**src/rtl/bin2bcd_seq_pkg.sv**
```systemverilog
// Shared constants for the sequential binary-to-BCD converter.
// Default widths, FSM state encoding and the bit-counter width.
package bin2bcd_seq_pkg;

   localparam int BIN_W_DEF  = 16;
   localparam int DIGITS_DEF = 5;
   localparam int CNT_W_DEF  = $clog2(BIN_W_DEF);

   typedef enum logic {
      ST_IDLE = 1'b0,
      ST_WORK = 1'b1
   } state_t;

endpackage

```
**src/rtl/bin2bcd_seq_digit_adj.sv**
```systemverilog
// One BCD nibble correction step of the shift-and-add-3 algorithm:
// any digit of 5 or more gets 3 added so the following left shift carries into the next digit.
module bcd_digit_adj (
   input  logic [3:0] digit,
   output logic [3:0] adjusted
);

   assign adjusted = (digit >= 4'd5) ? digit + 4'd3 : digit;

endmodule

```
**src/rtl/bin2bcd_seq.sv**
```systemverilog
// Sequential binary-to-BCD converter, one input bit per clock, with a start/busy/done handshake.
// The result register holds the previous value until the completion edge of the next conversion.
module bin2bcd_seq
   import bin2bcd_seq_pkg::*;
#(
   parameter int BIN_W  = BIN_W_DEF,
   parameter int DIGITS = DIGITS_DEF
) (
   input  logic                clk_i,
   input  logic                rst_i,
   input  logic [BIN_W-1:0]    bin_i,
   input  logic                start_i,
   output logic [4*DIGITS-1:0] bcd_bo,
   output logic                busy_o,
   output logic                done_o
);

   localparam int BCD_W = 4 * DIGITS;
   localparam int SR_W  = BCD_W + BIN_W;
   localparam int CNT_W = (BIN_W > 1) ? $clog2(BIN_W) : 1;
   localparam logic [CNT_W-1:0] CNT_LAST = CNT_W'(BIN_W - 1);

   state_t            state_reg;
   logic [SR_W-1:0]   sr_reg;
   logic [CNT_W-1:0]  cnt_reg;
   logic [BCD_W-1:0]  bcd_reg;
   logic              busy_reg;
   logic              done_reg;

   logic [BCD_W-1:0]  adj_bcd;
   logic [SR_W-1:0]   adj_sr;
   logic [SR_W-1:0]   shift_next;

   // Per-digit add-3 correction on the BCD field, ahead of the shift.
   for (genvar gi = 0; gi < DIGITS; gi++) begin : g_adj
      bcd_digit_adj u_adj (
         .digit    (sr_reg[BIN_W + 4*gi +: 4]),
         .adjusted (adj_bcd[4*gi +: 4])
      );
   end

   assign adj_sr     = {adj_bcd, sr_reg[BIN_W-1:0]};
   assign shift_next = {adj_sr[SR_W-2:0], 1'b0};

   always_ff @(posedge clk_i) begin
      if (rst_i) begin
         state_reg <= ST_IDLE;
         sr_reg    <= '0;
         cnt_reg   <= '0;
         bcd_reg   <= '0;
         busy_reg  <= 1'b0;
         done_reg  <= 1'b0;
      end else begin
         done_reg <= 1'b0;
         case (state_reg)
            ST_IDLE: begin
               if (start_i) begin
                  sr_reg    <= {{BCD_W{1'b0}}, bin_i};
                  cnt_reg   <= '0;
                  busy_reg  <= 1'b1;
                  state_reg <= ST_WORK;
               end
            end
            ST_WORK: begin
               sr_reg  <= shift_next;
               cnt_reg <= cnt_reg + CNT_W'(1);
               // The last shift lands directly in the result register.
               if (cnt_reg == CNT_LAST) begin
                  bcd_reg   <= shift_next[SR_W-1 -: BCD_W];
                  busy_reg  <= 1'b0;
                  done_reg  <= 1'b1;
                  state_reg <= ST_IDLE;
               end
            end
            default: state_reg <= ST_IDLE;
         endcase
      end
   end

   assign bcd_bo = bcd_reg;
   assign busy_o = busy_reg;
   assign done_o = done_reg;

endmodule

```
**config.mk**
```make
export PLATFORM = sky130hd
export DESIGN_NAME = bin2bcd_seq
export DESIGN_NICKNAME = d
export VERILOG_FILES = /design/src/rtl/bin2bcd_seq_pkg.sv /design/src/rtl/bin2bcd_seq_digit_adj.sv /design/src/rtl/bin2bcd_seq.sv
export SDC_FILE = /design/constraint.sdc
export NUM_CORES = 1
export LEC_CHECK = 0
export BUFFER_PORTS_ARGS = -buffer_cell sky130_fd_sc_hd__buf_2
export CELL_PAD_IN_SITES_DETAIL_PLACEMENT = 0
export CELL_PAD_IN_SITES_GLOBAL_PLACEMENT = 1
export CORE_MARGIN = 2
export CORE_UTILIZATION = 40
export CTS_BUF_LIST = sky130_fd_sc_hd__clkbuf_16
export DETAILED_ROUTE_END_ITERATION = 16
export GPL_TIMING_DRIVEN = 1
export MAX_ROUTING_LAYER = met4
export PLACE_DENSITY = 0.75
export SLEW_MARGIN = 40
export SYNTH_ARGS = -nofsm -noshare
export SYNTH_HDL_FRONTEND = slang
export SYNTH_SLANG_ARGS = --single-unit
```
**constraint.sdc**
```tcl
create_clock -name clk_i -period 1.69 [get_ports clk_i]
set_clock_uncertainty 0.15 [all_clocks]
set_input_delay 0.169 -clock clk_i [delete_from_list [all_inputs] [get_ports clk_i]]
set_output_delay 0.169 -clock clk_i [all_outputs]
set_load 0.02 [all_outputs]
```
==> results.tsv <==
stage	metric	value	unit
grt	track_usage	16.8	%
floorplanning	die_h	86.8	um
sta	final_hold_viol_count	1	
finish	multi_input_area	0.00137	mm^2
finish	instances_no_fill	435	
detailed_routing	ant_nets	0	
clock_tree	cts_buffers	9	
placed_design	place_ws	0.0439	ns
floorplanning	core-area	0.00672	mm^2
worst_setup_path	cp_cell_sequence	inv_1, ha_1, nand2b_1, a21oi_1, mux2i_1, a22o_1	
grt	grt_max_degree	32	
detailed_routing	dr_total_vias	2176	
worst_setup_path	timing_worst_setup_path_type	register to register	
placed_design	port_buffers	40	
sta	fmax	623	MHz
floorplanning	rows	30	
job	cap_violations	0	
worst_setup_path	r2r_cells	6	
grt	grt_antenna_before_repair	0	
clock_tree	cts-htree-levels	3	
grt	grt_pass1_wl	9520	um
detailed_routing	drt_iter0_markers	108	
placed_design	dp_hpwl	3740	um
detailed_routing	wirelength	5470	um
finish	seqCellArea	0.00126	mm^2
worst_setup_path	reg2reg_setup_slack	0.08	ns
clock_tree	postCtsHoldBufs	0	
power	power_density	1060	mW/mm^2
detailed_routing	post-route-drc-count	0	
clock_tree	postCtsSetupBuffers	0	
synth	ys_ff_latch	63	
sta	fin_setup_tns	0	ns
worst_setup_path	crit_fanout	3	
detailed_routing	drt_pass1_iterations	4	
sta	slew_headroom	62.6	%
power	peakVddDrop	0.584	mV
worst_setup_path	slowest_delay	0.34	ns
worst_setup_path	endpoint_kind	register	
floorplanning	die_w	86.8	um
sta	hold_ws	-0.000316	ns
placed_design	finalWeightedCongestion	0.766	
sta	fin_ws	0.0847	ns
grt	grt_util_met1	20.1	%
finish	fillers	656	
worst_setup_path	worst_path_max_delay_cell	dfxtp_1	
min_path	hold_start	bin_i[0]	
sta	worst_slew_pin_slew	0.558	ns
sta	rsz0062_at_grt	false	
worst_setup_path	required	1.81	ns
floorplanning	dieArea	0.00753	mm^2
worst_setup_path	crit_family	compound AO/OA/AOI/OAI gates	
worst_setup_path	timing.rr.end	sr_reg[22]	
clock_tree	cts_sinks	63	
synth	syn_avg_cell_area	9.14	um^2
placed_design	dp_cells	419	
clock_tree	cts.reportedPaths.clkPinSlew	0.05	ns
synth	ys_types	27	
sta	min_period	1.61	ns
sta	setup_viol	0	
detailed_routing	wl_per_cell	12.6	um
worst_setup_path	cp-start-kind	register	
clock_tree	clk_latency	0.32	ns
synth	synthesis.nets	330	
finish	nNetsFinal	380	
sta	maxSlewViolCount	0	
synth	syn_inst	300	
floorplanning	io_pins	41	
synth	synth_area	0.00274	mm^2
finish	drive_gt1_share	22.5	%
synth	yosysSeqAreaShare	46.0	%
min_path	hold_end	sr_reg[0]	
floorplanning	initial_utilization	40.8	%
min_path	min_path_type	input pin to register	
synth	yosys_warnings	0	
clock_tree	clockBufferDepth	2	
run_status	status	finished with violations	
worst_setup_path	r2r-start	sr_reg[21]	
finish	largest_reg_flops	36	
grt	grtUsageMet2	26.2	%
grt	busiest_layer	met2	
worst_setup_path	cp_data_arrival_time	1.72	ns
power	p_leak	1.44	nW
min_path	whs_path_depth	3	
run_status	failed_checks	negative hold slack	
clock_tree	clockRootBuffer	clkbuf_16	
grt	gr-usage-met3	5.62	%
detailed_routing	viasPerCell	5.00	
worst_setup_path	crit_buf_inv	1	
clock_tree	ctsResizeCount	0	
finish	area_growth	24.1	%
grt	grt_pass1_vias	2057	
sta	min_period_over_period	95.0	%
finish	n_antenna_cell	0	
grt	grt.overflow.total	0	
clock_tree	cts_tree	done	
## tightest hold or removal path, delay by kind of cell
kind	cells	cell delay, ns
muxes	1	0.06
buffers and inverters	1	0.08
and+or+nand+nor	1	0.11
## per-layer routing
layer | up-vias | part of all wire [%]
met2 | 31 | 47
met3 | 6 | 3.8
met4 | 0 | 1.3
met1 | 987 | 48
li1 | 1152 | -
met5 | - | 0
## how the worst max path moves through the flow
stage | slack, ns | depth (start not counted) | from | endpoint
4_1_cts | 0.007 | 6 | sr_reg[29] | sr_reg[30]
3_3_place_gp | 0.07 | 6 | sr_reg[29] | sr_reg[30]
6_report | 0.08 | 6 | sr_reg[21] | sr_reg[22]
3_5_place_dp | 0.04 | 6 | sr_reg[29] | sr_reg[30]
5_1_grt | 0.003 | 6 | sr_reg[29] | sr_reg[30]
2_1_floorplan | 0.20 | 6 | sr_reg[17] | bcd_bo[2]
## cells in the mapped netlist (all sizes together)
master   n  area, um^2
a21oi   39         195
a211oi   1        7.51
nor3b   15         113
xnor2    5        43.8
clkbuf   3        11.3
a22o    21         184
clkinv   1        5.00
nor3     4        25.0
mux2i   22         220
ha      11         138
nand2b   6        37.5
nand2   13        48.8
buf     14        83.8
o21ai   23         115
dfxtp   63        1260
nor2    34         128
nand3    6        30.0
inv     11        41.3
nor2b    4        25.0
a41oi    1        8.76
or2      1        6.26
o21a     1        7.51
nand4    1        6.26
## per-stage QoR
step	total power, mW	area (um^2)	utilization (%)
after global placement	1.77	3070	45.6
after detailed placement	1.77	3070	45.7
after floorplan	1.70	2740	-
final	3.62	3400	50.6
after global routing	3.76	3400	50.6
after CTS	3.67	3370	50.2
## placed cells by master (no fill, tap or decap), drive strengths merged
cell type | netlist | layout
nor3b | 15 | 15
clkinv | 1 | 4
dfxtp | 63 | 63
inv | 11 | 13
nand3 | 6 | 6
nand2b | 6 | 6
mux2i | 22 | 22
nor2b | 4 | 4
nand4 | 1 | 1
a22o | 21 | 21
o21a | 1 | 1
nand2 | 13 | 13
ha | 11 | 11
xnor2 | 5 | 5
a21oi | 39 | 39
buf | 14 | 56
or2 | 1 | 1
nor2 | 34 | 34
a41oi | 1 | 1
o21ai | 23 | 23
nor3 | 4 | 4
clkbuf | 3 | 9
a211oi | 1 | 1
bufinv | 0 | 2
## cells by family after synthesis
family / Yosys count / synth area share [%]
buffers and inverters: 29 / 5.16
AOI/OAI and AO/OA: 86 / 18.9
muxes: 22 / 8.03
and+or+nand+nor: 84 / 15.3
xor gates and xnor gates: 5 / 1.60
DFF: 63 / 46.0
adders and majority gates: 11 / 5.02
## power by group
group / leakage, nW / internal [mW] / switching, mW
clock network: 0.157 / 1.26 / 0.614
logic: 0.776 / 0.0863 / 0.117
registers: 0.512 / 1.52 / 0.0164
## area by class of cell
class	instances	share of cell area, %
multi-input cells	208	40.1
repair buffers	56	9.42
clock buffers	9	6.62
flip-flops and latches	63	37.2
clock inverters	7	2.35
well taps	80	2.94
inverters	12	1.36
No activity file was read; power rests on OpenSTA's default activity.
